<file path="src/rtl/regbank_pkg.sv">
// Shared constants and types for the register-bank write-back path.
package regbank_pkg;

   // Opcode whose results never reach the register bank.
   localparam logic [3:0] NOP_OP = 4'b1111;

   localparam int REG_ADDR_W = 4;
   localparam int REG_DATA_W = 32;
   localparam int REG_COUNT  = 16;

   // One pending write-back: destination register and value.
   typedef struct packed {
      logic [REG_ADDR_W-1:0] dest;
      logic [REG_DATA_W-1:0] data;
   } wb_req_t;

endpackage

</file>
<file path="src/rtl/wb_fifo.sv">
// In-order circular buffer of write-back requests. Besides push/pop it
// exposes every slot in age order (index 0 = oldest) with a valid bit, so
// the parent can run forwarding compares against all pending entries.
module wb_fifo
   import regbank_pkg::*;
#(
   parameter int DEPTH = 4
) (
   input  logic                   clk,
   input  logic                   rst,
   input  logic                   push_i,
   input  wb_req_t                push_data_i,
   input  logic                   pop_i,
   output wb_req_t                head_o,
   output logic [$clog2(DEPTH):0] count_o,
   output wb_req_t [DEPTH-1:0]    age_entries_o,
   output logic    [DEPTH-1:0]    age_valid_o
);

   localparam int PTR_W = $clog2(DEPTH);
   localparam int CNT_W = PTR_W + 1;

   wb_req_t          mem_q [DEPTH];
   logic [PTR_W-1:0] wr_ptr_q, wr_ptr_d;
   logic [PTR_W-1:0] rd_ptr_q, rd_ptr_d;
   logic [CNT_W-1:0] count_q, count_d;

   // Next pointer and occupancy; pointers wrap naturally at DEPTH.
   always_comb begin
      // NOTE: every variable gets a default before any branch so no latch is inferred.
      wr_ptr_d = wr_ptr_q;
      rd_ptr_d = rd_ptr_q;
      count_d  = count_q;
      if (push_i) wr_ptr_d = wr_ptr_q + PTR_W'(1);
      if (pop_i)  rd_ptr_d = rd_ptr_q + PTR_W'(1);
      unique case ({push_i, pop_i})
         2'b10:   count_d = count_q + CNT_W'(1);
         2'b01:   count_d = count_q - CNT_W'(1);
         default: count_d = count_q;
      endcase
   end

   // Control state register; reset empties the queue.
   always_ff @(posedge clk) begin
      // NOTE: sequential state uses non-blocking assignments so every flop samples pre-edge values.
      if (rst) begin
         wr_ptr_q <= '0;
         rd_ptr_q <= '0;
         count_q  <= '0;
      end else begin
         wr_ptr_q <= wr_ptr_d;
         rd_ptr_q <= rd_ptr_d;
         count_q  <= count_d;
      end
   end

   // Slot storage.
   always_ff @(posedge clk) begin
      // NOTE: storage is deliberately not reset; the valid bits derived from count decide what is live.
      if (push_i) mem_q[wr_ptr_q] <= push_data_i;
   end

   // Age-ordered view of the buffer for the forwarding compare.
   always_comb begin
      logic [PTR_W-1:0] idx;
      idx           = '0;
      age_entries_o = '0;
      age_valid_o   = '0;
      for (int i = 0; i < DEPTH; i++) begin
         idx              = rd_ptr_q + PTR_W'(i);
         age_entries_o[i] = mem_q[idx];
         age_valid_o[i]   = (CNT_W'(i) < count_q);
      end
   end

   assign head_o  = mem_q[rd_ptr_q];
   assign count_o = count_q;

endmodule

</file>
<file path="src/rtl/regbank_writeback.sv">
// Write-side sequencer for the 16x32 register bank: filters NOP results,
// queues write-backs in order, drains one registered write per cycle and
// forwards the youngest pending value for two read addresses.
module regbank_writeback
   import regbank_pkg::*;
#(
   parameter int DEPTH  = 4,
   parameter int DATA_W = 32,
   parameter int ADDR_W = 4
) (
   input  logic                   clk,
   input  logic                   rst,
   input  logic                   in_valid,
   output logic                   in_ready,
   input  logic [3:0]             in_opcode,
   input  logic [ADDR_W-1:0]      in_dest,
   input  logic [DATA_W-1:0]      in_data,
   input  logic                   wb_hold,
   output logic                   wr_en,
   output logic [ADDR_W-1:0]      wr_dest,
   output logic [DATA_W-1:0]      wr_data,
   input  logic [ADDR_W-1:0]      srcadd1,
   input  logic [ADDR_W-1:0]      srcadd2,
   output logic                   hit1,
   output logic                   hit2,
   output logic [DATA_W-1:0]      fwd1,
   output logic [DATA_W-1:0]      fwd2,
   output logic [$clog2(DEPTH):0] count
);

   localparam int               CNT_W    = $clog2(DEPTH) + 1;
   localparam logic [CNT_W-1:0] FULL_CNT = CNT_W'(DEPTH);

   logic                push_fire;
   logic                alloc;
   logic                pop;
   wb_req_t             push_req;
   wb_req_t             head;
   wb_req_t [DEPTH-1:0] age_entries;
   logic    [DEPTH-1:0] age_valid;

   logic              wr_en_q,   wr_en_d;
   logic [ADDR_W-1:0] wr_dest_q, wr_dest_d;
   logic [DATA_W-1:0] wr_data_q, wr_data_d;

   // Readiness depends on occupancy alone; NOPs complete the handshake
   // but never allocate a slot.
   assign in_ready  = (count != FULL_CNT);
   assign push_fire = in_valid && in_ready;
   assign alloc     = push_fire && (in_opcode != NOP_OP);
   assign pop       = (count != '0) && !wb_hold;

   assign push_req.dest = in_dest;
   assign push_req.data = in_data;

   wb_fifo #(
      .DEPTH(DEPTH)
   ) u_fifo (
      .clk          (clk),
      .rst          (rst),
      .push_i       (alloc),
      .push_data_i  (push_req),
      .pop_i        (pop),
      .head_o       (head),
      .count_o      (count),
      .age_entries_o(age_entries),
      .age_valid_o  (age_valid)
   );

   // Output register next state: load the head on pop, otherwise hold.
   always_comb begin
      wr_en_d   = pop;
      wr_dest_d = wr_dest_q;
      wr_data_d = wr_data_q;
      if (pop) begin
         wr_dest_d = head.dest;
         wr_data_d = head.data;
      end
   end

   // Registered bank write port.
   always_ff @(posedge clk) begin
      if (rst) begin
         wr_en_q   <= 1'b0;
         wr_dest_q <= '0;
         wr_data_q <= '0;
      end else begin
         wr_en_q   <= wr_en_d;
         wr_dest_q <= wr_dest_d;
         wr_data_q <= wr_data_d;
      end
   end

   assign wr_en   = wr_en_q;
   assign wr_dest = wr_dest_q;
   assign wr_data = wr_data_q;

   // Forwarding compare: scan oldest-to-newest after the in-flight write so
   // the youngest match overwrites any older one.
   always_comb begin
      hit1 = 1'b0;
      fwd1 = '0;
      hit2 = 1'b0;
      fwd2 = '0;
      if (wr_en_q && (wr_dest_q == srcadd1)) begin
         hit1 = 1'b1;
         fwd1 = wr_data_q;
      end
      if (wr_en_q && (wr_dest_q == srcadd2)) begin
         hit2 = 1'b1;
         fwd2 = wr_data_q;
      end
      for (int i = 0; i < DEPTH; i++) begin
         if (age_valid[i] && (age_entries[i].dest == srcadd1)) begin
            hit1 = 1'b1;
            fwd1 = age_entries[i].data;
         end
         if (age_valid[i] && (age_entries[i].dest == srcadd2)) begin
            hit2 = 1'b1;
            fwd2 = age_entries[i].data;
         end
      end
   end

endmodule
</file>
<file path="config.mk">
export PLATFORM = sky130hd
export DESIGN_NAME = regbank_writeback
export DESIGN_NICKNAME = d
export VERILOG_FILES = /design/src/rtl/regbank_pkg.sv /design/src/rtl/wb_fifo.sv /design/src/rtl/regbank_writeback.sv
export SDC_FILE = /design/constraint.sdc
export NUM_CORES = 1
export LEC_CHECK = 0
export CORE_MARGIN = 4
export CORE_UTILIZATION = 40
export CTS_CLUSTER_SIZE = 30
export DETAILED_ROUTE_END_ITERATION = 8
export PLACE_DENSITY_LB_ADDON = 0.1
export REMOVE_ABC_BUFFERS = 1
export SYNTH_ARGS = -nofsm -noshare
export SYNTH_HDL_FRONTEND = slang
export SYNTH_SLANG_ARGS = --single-unit
</file>
<file path="constraint.sdc">
create_clock -name clk -period 3.4 [get_ports clk]
set_input_delay 0.85 -clock clk [delete_from_list [all_inputs] [get_ports clk]]
set_output_delay 0.85 -clock clk [all_outputs]
set_load 0.05 [all_outputs]
</file>
=== Yosys cells after proc, flatten, opt, wreduce, memory -nomap -nowiden ===
Memories as Yosys holds them, arrays and structs flattened. A register that Yosys moved wholly into a read port is not among the register bits.
Cells that the tools add are included.

* Add/subtract/negate cells: 6
* Order comparisons: 4
* Equal/unequal tests: 14
* Mux-type cells: 25
* Reductions and logical operators: 16

{| class="wikitable"
|+ Operator list
! cell !! number
|-
| 2-to-1 mux 32 bit || 10
|-
| equality test 4 bit || 10
|-
| logical AND 1 bit || 13
|-
| 2-to-1 mux 1 bit || 12
|-
| less-than comparator 1 x 3 -> 1 bit (first input constant) || 2
|-
| less-than comparator 2 x 3 -> 1 bit (first input constant) || 2
|-
| one-hot mux 3 bit (2 select lines) || 1
|-
| adder 2 x 1 -> 2 bit (second input constant) || 2
|-
| adder 2 bit (second input constant) || 2
|-
| 2-to-1 mux 2 bit || 2
|-
| inequality test 4 bit (second input constant) || 1
|-
| adder 3 x 1 -> 3 bit (second input constant) || 1
|-
| inequality test 3 bit (second input constant) || 1
|-
| nonzero test 3 bit || 1
|-
| subtractor 3 x 1 -> 3 bit (second input constant) || 1
|-
| equality test 2 x 1 -> 1 bit (second input constant) || 1
|-
| equality test 2 bit (second input constant) || 1
|-
| nonzero test 2 bit || 1
|-
| logical NOT 1 bit || 1
|}

* Register bits: 44
* RAM bits: 144
* Input bits: 52
* Memories: 1

{| class="wikitable"
|+ Memories
! memory !! depth !! width !! read ports !! clocked after Yosys merged registers in !! wr ports !! line !! text
|-
| u_fifo.mem_q || 4 || 36 || 4 || 1 || 1 || wb_fifo.sv:23 || <nowiki>wb_req_t mem_q [DEPTH];</nowiki>
|}

=== Longest topological paths before layout ===
Gate-level depths: netlist (run 1).

* Depth after elaboration: 7
* Gate-level depth with buffers: 10
* Depth with buffers taken out: 10

=== Hierarchy ===
From an unflattened synthesis (run 1), not the netlist that was laid out.

* Cell total of the unflattened synthesis: 961
* Area, all modules: 12721.0 sq um

{| class="wikitable"
|+ Modules (own cells, without submodules)
! module !! instances !! cells each !! area an instance (sq um) !! sequential area each (sq um)
|-
| wb_fifo || 1 || 407 || 8695.8 || 4504.3
|-
| regbank_writeback || 1 || 554 || 4025.1 || 740.7
|}

=== Worst setup path after synthesis (run 1) ===
No wires, ideal clock.

* Path kind: in2out
* Start point: input srcadd1[0]
* End point: output fwd1[21]
* Data arrival time: 3.491 ns
* Path slack: -0.941 ns
* Cell stages on the path: 7
* Cell sequence: clkbuf_1 xor2_1 or4_1 nor2_1 buf_2 a221oi_1 o31ai_1

* Cells in the longest elaborated chain, start to end: 7
* Elaborated cells on any way between the ends: 15
* Classes of those cells: eq/ne: 5; mux: 5; reduce/logical: 5

{| class="wikitable"
|+ RTL lines
! what !! line !! text
|-
| from (decl) || regbank_writeback.sv:22 || <nowiki>input logic [ADDR_W-1:0] srcadd1,</nowiki>
|-
| equality test 4 bit || regbank_writeback.sv:105 || <nowiki>if (wr_en_q && (wr_dest_q == srcadd1)) begin</nowiki>
|-
| logical AND 1 bit || regbank_writeback.sv:105 ||
|-
| 2-to-1 mux 32 bit || regbank_writeback.sv:105 ||
|-
| 2-to-1 mux 32 bit (3 in series) || regbank_writeback.sv:114 || <nowiki>if (age_valid[i] && (age_entries[i].dest == srcadd1)) begin</nowiki>
|-
| 2-to-1 mux 32 bit (*) || regbank_writeback.sv:114 ||
|-
| to (decl) || regbank_writeback.sv:26 || <nowiki>output logic [DATA_W-1:0] fwd1,</nowiki>
|}

Every way passes the cells marked *; elsewhere a longest branch is shown, timed or not.

==> key figures, run 1 <==
Outcome
  – Outcome: finished with violations
  – Failing checks: setup timing

Pwr
  – Leakage: 0.00612 uW
  – Final total power: 12400 uW
  – Peak VDD IR: 397 uV
  – PD cells: 676 nW/um^2

Cells and area
  – Core Util, Final: 0.610
  – Fillers: 2313
  – Layout cells sized above 1: 0.449
  – Final-stage net count: 1319
  – N_diodes: 0
  – Area grow syn2layout: 48.7%
  – FF/Latch Area: 5260 sq um
  – Commonest non-fill, non-tap cells in the layout: edfxtp_1 (144), mux4_2 (142), buf_4 (127)
  – Final instance area: 18300 sq um
  – Multi-input gate area: 7550 sq um
  – Commonest non-fill, non-tap cell in the layout: edfxtp_1

Timing
  – Fin Hold WS: 508 ps
  – Sum Neg Setup Slack: -40410 ps
  – Final worst-path cycle share: 1.22
  – Post-layout min period: 4130 ps
  – Setup slack after layout: -734 ps
  – Final hold vios: 0
  – Worst Skew: 19.3 ps
  – Worst rel slew slack: 0.626
  – Max Slew Vio Count: 0
  – RSZ-0062 raised after global routing: yes
  – Fmax: 242 MHz
  – Setup violators final: 66
  – Worst slew pin tran: 559 ps

Yosys
  – Sequential area share after synthesis: 0.427
  – Cell taking the most area after synthesis: edfxtp_1
  – Syn_area_per_cell: 12.3 sq um
  – Post-Syn Area: 12300 sq um
  – Gate Count Post-Synth: 998
  – Area share of the largest cell type after synthesis: 0.352
  – Synth cell types: 41
  – Fraction of registers with async set/reset: 0
  – Ys flop type: edfxtp_1
  – Top post-synthesis cells by area: edfxtp_1 (35%), mux4_2 (26%), dfxtp_1 (7.5%)
  – Post-synth EDFFs: 144
  – Warnings from Yosys: 0
  – Number of synthesized register bits: 190

Floorplan
  – Die Span Y: 183 um
  – Core ar.: 30000 sq um
  – Row count: 63
  – Initial Utilization: 0.410
  – Io pins: 159
  – DIE AREA: 33600 sq um
  – DIE WIDTH: 183 um

Global route
  – GRT busiest layer: met2
  – Largest net degree at the start of global routing: 59
  – Antenna violations before repair: 1
  – GRT Overall Usage: 0.256
  – GR Util met3: 0.0549
  – Grt met1 use: 0.346
  – GRT overflow: 0
  – Number of global-route vias before repair: 10700
  – First-pass GRT wire length: 65300 um
  – Met2 Use GR: 0.414

Worst setup path
  – Crit path kind: reg -> out
  – Required time worst endpoint: 2550 ps
  – Ordered cell list for the critical path: buf_4, mux4_2, xnor2_1, nand4_1, nor2_4, buf_6, a221oi_2, o31ai_2, buf_12
  – CP Data Arrival Time: 3280 ps
  – CP Capture Type: output pin
  – Slowest-stage cell, CP: mux4_2
  – Reg2reg path depth: 10
  – Crit-path max cell delay: 510 ps
  – CP max FO: 18
  – Setup crit start kind: flop

Place
  – Placer Congestion: 0.860
  – Hpwl dp: 27700 um
  – # port buffers: 158
  – Placed Instance Area: 16100 sq um

Clocking
  – Clock latency at the later pin of the worst-skew pair: 450 ps
  – Worst-path clk slew: 80 ps
  – Number of CTS-inserted buffers: 17
  – Clock Path Buffers: 2
  – Root buffer cell: clkbuf_16
  – CTS tree: done
  – H-tree depth: 4
  – Cts hold-fix bufs: 0
  – CTS sink count: 190

Flow run
  – MaxCap Viol Count: 0

Hold path
  – Hold Path Depth: 2
  – Hold Path Class: reg -> reg

Detailed routing
  – DR iter-0 viols: 1336
  – Antenna viol nets, final: 0
  – Vias/cell: 6.48
  – DRC: 0
  – TritonRoute pass-1 iters: 5
  – Routed wire length: 44600 um
  – Wire per inst: 26.9 um
  – Vias after detailed routing: 10800
where the power goes:
part	internal [uW]	switching (uW)	leakage (uW)	total (uW)
registers	2790	326	0.00170	3120
logic	3260	3860	0.00412	7120
clock network	1020	1090	0.000303	2120
total	7070	5280	0.00612	12400
what timing repair did:
action | in CTS | in global routing
gates resized for setup | 128 | 67
setup buffers | 15 | 17
setup endpoints to repair | 66 | 66
cloned | 7 | 3
pin swaps | 44 | 37
path summary, 6_finish.rpt:
| path | from | end | slack (ps) |
|---|---|---|---|
| setup / recovery | u_fifo.mem_q[0][32] | fwd1[5] | -730 |
| hold / removal | wr_data[30] | wr_data[30] | 510 |
| setup reg to reg | u_fifo.count_o[1] | u_fifo.count_o[2] | 1060 |
| hold reg to reg | wr_data[30] | wr_data[30] | 510 |
worst max-delay path: cells and delay by family, from the launching register on:
family | cells | cell delay (ps)
AOI/OAI and AO/OA | 2 | 460
and+or+nand+nor | 2 | 490
xor gates and xnor gates | 1 | 260
DFF | 1 | 400
buffers and inverters | 3 | 690
muxes | 1 | 510
flip-flops by register name (all words and copies together), names as in the netlist, named ones only:
register	cells
u_fifo.count_o	3
u_fifo.mem_q	144
u_fifo.rd_ptr_q	2
u_fifo.wr_ptr_q	2
wr_data	32
wr_dest	4
wr_en	1
Yosys cell counts, types with 3 or more instances:
cell / instances
mux4_2: 142
xnor2_1: 23
nor3_1: 37
nand2_1: 85
nor2b_1: 31
ha_1: 9
buf_1: 17
clkbuf_1: 82
and2_1: 6
nand4_1: 3
mux2i_1: 7
a21oi_1: 100
nor2_1: 44
inv_1: 10
buf_2: 8
nand3_1: 6
o22ai_1: 30
xor2_1: 21
a221oi_1: 61
edfxtp_1: 144
o211ai_1: 31
a221o_1: 4
dfxtp_1: 46
o31ai_1: 31
metrics by stage:
stage               std cells  setup WS (ps)
floorplan                 890          -5660
global placement         1591           -850
detailed placement       1591           -844
CTS                      1645           -704
global route             1661           -816
finish                   1661           -734
metal layers:
metal / up-vias / wire [um] / share of wire
met4: 2 / 1230 / 0.028
met3: 92 / 4520 / 0.10
li1: 4574 / - / -
met2: 669 / 21300 / 0.48
met5: - / 13 / 0.00029
met1: 5420 / 17500 / 0.39
kinds of logic (layout without fill, tap and decap cells):
group | after synthesis | in the layout | share of synthesized area
AOI/OAI and AO/OA | 267 | 267 | 0.147
xor gates and xnor gates | 44 | 44 | 0.0314
adders and majority gates | 9 | 9 | 0.00916
buffers and inverters | 118 | 391 | 0.0375
DFF | 190 | 190 | 0.427
muxes | 150 | 150 | 0.267
and+or+nand+nor | 220 | 220 | 0.0816
cell type report:
| type | count | area share |
|---|---|---|
| inverters | 10 | 0.00205 |
| clock inverters | 15 | 0.0109 |
| well taps | 390 | 0.0267 |
| multi-input cells | 690 | 0.413 |
| clock buffers | 17 | 0.0233 |
| flip-flops and latches | 190 | 0.288 |
| repair buffers | 349 | 0.236 |
Note: power is estimated with default switching activity, not from simulation.
==> run 2: changes to the inputs <==
--- a/config.mk
+++ b/config.mk
@@ -11,6 +11,7 @@
 export DETAILED_ROUTE_END_ITERATION = 8
 export PLACE_DENSITY_LB_ADDON = 0.1
 export REMOVE_ABC_BUFFERS = 1
+export SLEW_MARGIN = 20
 export SYNTH_ARGS = -nofsm -noshare
 export SYNTH_HDL_FRONTEND = slang
 export SYNTH_SLANG_ARGS = --single-unit
==> results of run 2 <==
Final layout, timing and power as in run 1 (identical DEF).
==> RTL edit 1, RTL diff (config.mk and constraints of run 2) <==
`wr_data_q` no longer has a reset.
--- a/src/rtl/regbank_writeback.sv
+++ b/src/rtl/regbank_writeback.sv
@@ -83,12 +83,14 @@
       if (rst) begin
          wr_en_q   <= 1'b0;
          wr_dest_q <= '0;
-         wr_data_q <= '0;
       end else begin
          wr_en_q   <= wr_en_d;
          wr_dest_q <= wr_dest_d;
-         wr_data_q <= wr_data_d;
       end
+   end
+
+   always_ff @(posedge clk) begin
+      wr_data_q <= wr_data_d;
    end
 
    assign wr_en   = wr_en_q;
Formal check against the unedited RTL: differs if rst is asserted again (counterexample within 4 cycles, from zero or initial values and one cycle with rst high); with rst held inactive, the same outputs for 4 cycles.
==> RTL edit 1 against run 2 <==
Sequential power is 4% higher; final area is 3.1% higher; critical path type unchanged; count of clock-buffer cells in the layout stayed put; power is 1.7% higher; core utilization is 0.29 points higher; global-route usage is 0.79 points lower; routed wire length is 1.6% lower; fmax is 1.9% higher; the run still ends with negative setup slack left; area after synthesis is 2.2% higher; clock skew is 2.9 ps lower; worst setup slack better by 79 ps; worst hold slack better by 49 ps; sequential cell count stayed put; synthesized cell count is 0.60% lower.
==> RTL edit 1: results (changes against run 2) <==
* Post-synth EDFFs at 176 (+22%)
* Comb pwr at 7280 uW (+2%)
* Max incr delay on CP at 610 ps (+100 ps)
* Final count of negative-setup-slack endpoints at 66 (unchanged)
* Met2 wire len at 21400 um (+0.51%)
* Hold crit path type: flip-flop to flip-flop
* Placed Instances at 1620 (+1.8%)
* Met3 wire length at 2980 um (-34%)
* Drt total wl at 43900 um (-1.6%)
* Cell variety after synth at 52 (+27%)
* ANT cells at 0 (unchanged)
* Mapped Cells at 992 (-0.60%)
* Setup ws final at -655 ps (+78.8 ps)
* GRT Total Usage at 0.248 (-0.00789)
* Final setup TNS at -36360 ps (+4050 ps)
* WL per Instance at 25.8 um (-3.9%)
* Fraction of layout cells with a size suffix above 1 at 0.495 (+0.0454)
* Filler Cells Inserted at 2409 (+4.2%)
* Placed inst area at 0.0163 mm^2 (+1.5%)
* Leakage at 0.00673 uW (+9.9%)
* Initial antenna violation count at 1 (unchanged)
* Skew final at 16.4 ps (-2.88 ps)
* Routed vias/inst at 6.38 (-1.5%)
* Worst slew margin at 0.461 (-0.166)
* Net Sw Frac at 0.426 (-0.00187)
* DR top layer: met5
* Most instantiated cells after synthesis: 176 x edfxtp_1, 105 x mux4_2, 68 x clkbuf_1
* Slowest stage cell, crit path: or4_4
* Met2 Usage GRT at 0.397 (-0.0177)
* GR Util met3 at 0.0426 (-0.0123)
* PortBufs at 158 (unchanged)
* Sequential share of the synthesized area at 0.443 (+0.0163)
* GPL Wtd Cong at 0.833 (-3.2%)
* Fraction of registers with async set/reset at 0 (unchanged)
* Clk pwr at 2040 uW (-4%)
* Synth top area cells: edfxtp_1 42%, mux4_2 19%, a221oi_1 4.4%
* CTS Buf Count at 17 (unchanged)
* CP Data Arrival Time at 3210 ps (-70 ps)
* Initial DRC count at 1173 (-12%)
* First-pass GRT wire length at 64900 um (-0.66%)
* Crit-path leading delay family: simple AND/OR/NAND/NOR gates
* Largest net degree at the start of global routing at 55 (-6.8%)
* Nets@finish at 1352 (+2.5%)
* DP Worst Slack at -871 ps (-27.0 ps)
* Status: complete, but fails checks
* Met1 wire length at 18400 um (+5.0%)
* TritonRoute pass-1 iters at 5 (unchanged)
* Failing checks: negative setup slack
* Met1 Track Usage GR at 0.349 (+0.00284)
* Vias in the first global route at 10800 (+1.2%)
* Peak fanout along the critical path at 13 (-5)
* Post-layout util at 0.613 (+0.00285)
* Hpwl dp at 27000 um (-2.5%)
* Worst vdd ir at 0.336 mV (-15%)
RTL edit 1: cell types whose count changed in the layout (fill, tap and decap cells not counted), sizes merged, moves of 29 or more:
cell	delta
buf	+40
nand2	-40
a21oi	-85
o211ai	-29
mux4	-36
o21ai	+99
nor2b	-30
edfxtp	+32
dfxtp	-32
RTL edit 1: cell type report:
class,instances,area share
clock inverter,15,0.00823
sequential,190,0.296
tap,396,0.0263
clock buffer,17,0.0226
multi-input combinational,667,0.407
timing repair buffer,387,0.234
inverter,28,0.00558
RTL edit 1: per-stage QoR:
stage / hold slack, ps / total power [uW]
final: 557 / 12600
after global routing: 606 / 13100
after CTS: 567 / 12300
after detailed placement: 557 / 9790
after global placement: 554 / 9750
after floorplan: 514 / 7180
RTL edit 1: final timing paths:
check | from | endpoint | slack (ps) | cells after the start
max | u_fifo.rd_ptr_q[0] | fwd1[28] | -660 | 9
max reg2reg | u_fifo.count_o[0] | u_fifo.count_o[2] | 1030 | 11
min | u_fifo.wr_ptr_q[1] | u_fifo.wr_ptr_q[1] | 560 | 2
min reg2reg | u_fifo.wr_ptr_q[1] | u_fifo.wr_ptr_q[1] | 560 | 2
RTL edit 1: cell families (layout without fill, tap and decap cells):
logic type | count (synthesis) | after routing | share of synthesized area
AOI/OAI and AO/OA | 334 | 334 | 0.196
xor gates and xnor gates | 44 | 44 | 0.0307
adders and majority gates | 9 | 9 | 0.00897
buffers and inverters | 136 | 447 | 0.0464
DFF | 190 | 190 | 0.443
muxes | 151 | 151 | 0.228
and+or+nand+nor | 128 | 129 | 0.0464
RTL edit 1: repair_timing:
item,4_1_cts,5_1_grt
gates cloned,7,1
buffers inserted,20,27
pin swaps,71,49
endpoints found under the setup margin,66,66
gates resized for setup,197,96
==> RTL edit 2, RTL diff (config.mk and constraints of run 2) <==
Made on the original files. `DEPTH` is set to 4 in 2 places; all go to 8.
--- a/src/rtl/wb_fifo.sv
+++ b/src/rtl/wb_fifo.sv
@@ -4,7 +4,7 @@
 module wb_fifo
    import regbank_pkg::*;
 #(
-   parameter int DEPTH = 4
+   parameter int DEPTH = 8
 ) (
    input  logic                   clk,
    input  logic                   rst,
--- a/src/rtl/regbank_writeback.sv
+++ b/src/rtl/regbank_writeback.sv
@@ -4,7 +4,7 @@
 module regbank_writeback
    import regbank_pkg::*;
 #(
-   parameter int DEPTH  = 4,
+   parameter int DEPTH  = 8,
    parameter int DATA_W = 32,
    parameter int ADDR_W = 4
 ) (
Interface: changed (resized count); port bits go from 159 to 160. The function was not compared with the original's and may differ.
==> RTL edit 2 against run 2 <==
The flow still finishes with violations (negative setup slack); sequential cell count is 148 higher; power rose by 150%; worst setup slack got worse by 870 ps; die area is 130% higher; count of clock-buffer cells in the layout increased by 34; routed wire length grew to 2.8 times the old value; worst hold slack better by 39 ps; final area up 110%; area after synthesis is 140% higher; register-to-register slack lost 230 ps; largest cell class unchanged; largest power group unchanged; highest routed layer is now met4.
==> RTL edit 2: results (changes against run 2) <==
* Status: complete, but fails checks
* Failing checks: negative setup slack
* Initial DRC count at 3160 (+140%)
* Worst Setup SP: u_fifo.rd_ptr_q[0]
* Skew final at 22.8 ps (+3.49 ps)
* First-pass GRT wire length at 174000 um (+170%)
* Multiplexer share of the synthesized area at 0.387 (+0.121)
* GR Util met3 at 0.0604 (+0.00546)
* Placed inst area at 0.0353 mm^2 (+120%)
* PortBufs at 159 (+0.63%)
* Slew at the pin closest to its max-slew limit at 955 ps (+396 ps)
* Largest buffer count on any clock path at 3 (+1)
* GPL Wtd Cong at 0.910 (+5.8%)
* Compound-Gate Fraction of Synth Area at 0.110 (-0.0369)
* Largest net degree at the start of global routing at 114 (+93%)
* Clock latency on the worst-skew pair at 600 ps (+150 ps)
* Clk root buf: clkbuf_16
* Post-synth EDFFs at 288 (+100%)
* Final setup TNS at -98210 ps (-57790 ps)
* Peak fanout along the critical path at 7 (-11)
* Synth Area in Adders at 0.00343 (-0.00573)
* Hpwl dp at 77500 um (+180%)
* Filler Cells Inserted at 5992 (+160%)
* Leakage at 0.0135 uW (+120%)
* TritonRoute pass-1 iters at 7 (+2)
* Min-delay src: wr_data[0]
* DP Worst Slack at -1310 ps (-463 ps)
* Max incr delay on CP at 570 ps (+60 ps)
* Sequential share of the synthesized area at 0.331 (-0.0959)
* Vias in the first global route at 25700 (+140%)
* Synth Area in XOR/XNOR at 0.0268 (-0.00454)
* Initial antenna violation count at 0 (-1)
* Setup ws final at -1610 ps (-873 ps)
* Worst vdd ir at 0.638 mV (+61%)
* Synth top area cells: edfxtp_1 30%, mux4_2 28%, mux2i_1 11%
* Met2 Usage GRT at 0.482 (+0.0673)
* Max FFs per register at 288 (+100%)
* CP Data Arrival Time at 4160 ps (+880 ps)
* WL per Instance at 32.1 um (+20%)
* Cell variety after synth at 72 (+76%)
* CTS Buf Count at 41 (+24)
* Most instantiated cells after synthesis: 358 x mux4_2, 313 x mux2i_1, 295 x nand2_1
* Routed vias/inst at 6.90 (+6.5%)
* CTS clk-pin slew, worst paths at 60 ps (-20 ps)
* Nets@finish at 2920 (+120%)
* Reg-to-Reg Start: u_fifo.count_o[0]
* ANT cells at 0 (unchanged)
* Fraction of layout cells with a size suffix above 1 at 0.409 (-0.0407)
* Final count of negative-setup-slack endpoints at 66 (unchanged)
* Met1 Track Usage GR at 0.403 (+0.0567)
* H-tree levels at 2 (-2)
* GRT Total Usage at 0.301 (+0.0452)
## RTL edit 2: changes by cell type in the layout (fill, tap and decap cells not counted), moves of 36 or more
cell	change
nor4_1	+38
buf_4	+202
edfxtp_1	+144
nor2_1	+38
o211ai_1	+51
mux4_2	+216
a21oi_1	-37
o21ai_0	+65
a221oi_2	-38
a211oi_1	+36
nand2_1	+210
mux2i_1	+303
nand3_1	+36
## RTL edit 2: cells by family after synthesis
family	count (synthesis)
AO/OA/AOI/OAI	439
XOR/XNOR	85
multiplexers	679
AND/OR/NAND/NOR	610
adder cells (fa/ha/maj)	8
flip-flops	338
buffers and inverters	283
## RTL edit 2: area by class of cell
| type | instances | share of cell area |
|---|---|---|
| Tap cell | 950 | 0.0303 |
| Clock inverter | 23 | 0.00603 |
| Multi-Input combinational cell | 1821 | 0.504 |
| Sequential cell | 338 | 0.247 |
| Timing Repair Buffer | 632 | 0.183 |
| Clock buffer | 51 | 0.0281 |
| Inverter | 26 | 0.00262 |
## RTL edit 2: what timing repair did
action                                  in CTS  in global routing
cloned                                       9                  7
hold buffers                                 0                  0
pin swaps                                   64                 99
buffers inserted                            32                 40
endpoints found under the setup margin      66                 66
gates resized for setup                    113                212
## RTL edit 2: where the power goes
group | switching (uW) | leakage (uW) | internal (uW)
clock | 1910 | 0.000664 | 2610
combinational | 11300 | 0.00982 | 9730
sequential | 403 | 0.00303 | 4830
total | 13600 | 0.0135 | 17200
## RTL edit 2: layer usage
metal	routed length [um]	share of wire
met1	46800	0.38
met2	56800	0.46
met3	13500	0.11
met4	6350	0.051
met5	0	0
## RTL edit 2: final timing paths
check / cells after the start / to / slack, ps
min: 2 / wr_data[0] / 550
max reg2reg: 8 / u_fifo.mem_q[4][2] / 830
min reg2reg: 2 / wr_data[0] / 550
max: 15 / fwd1[24] / -1610
## RTL edit 2: through the flow
step | utilization | cells
5_1_grt | 0.546 | 3841
3_3_place_gp | 0.491 | 3692
3_5_place_dp | 0.491 | 3692
2_1_floorplan | - | 2185
6_report | 0.546 | 3841
4_1_cts | 0.525 | 3805
## RTL edit 2: worst min-delay path, cell delays in order (launching register included)
cell      delay, ps
dfxtp_1         340
nor2_1          110
a211oi_1         50
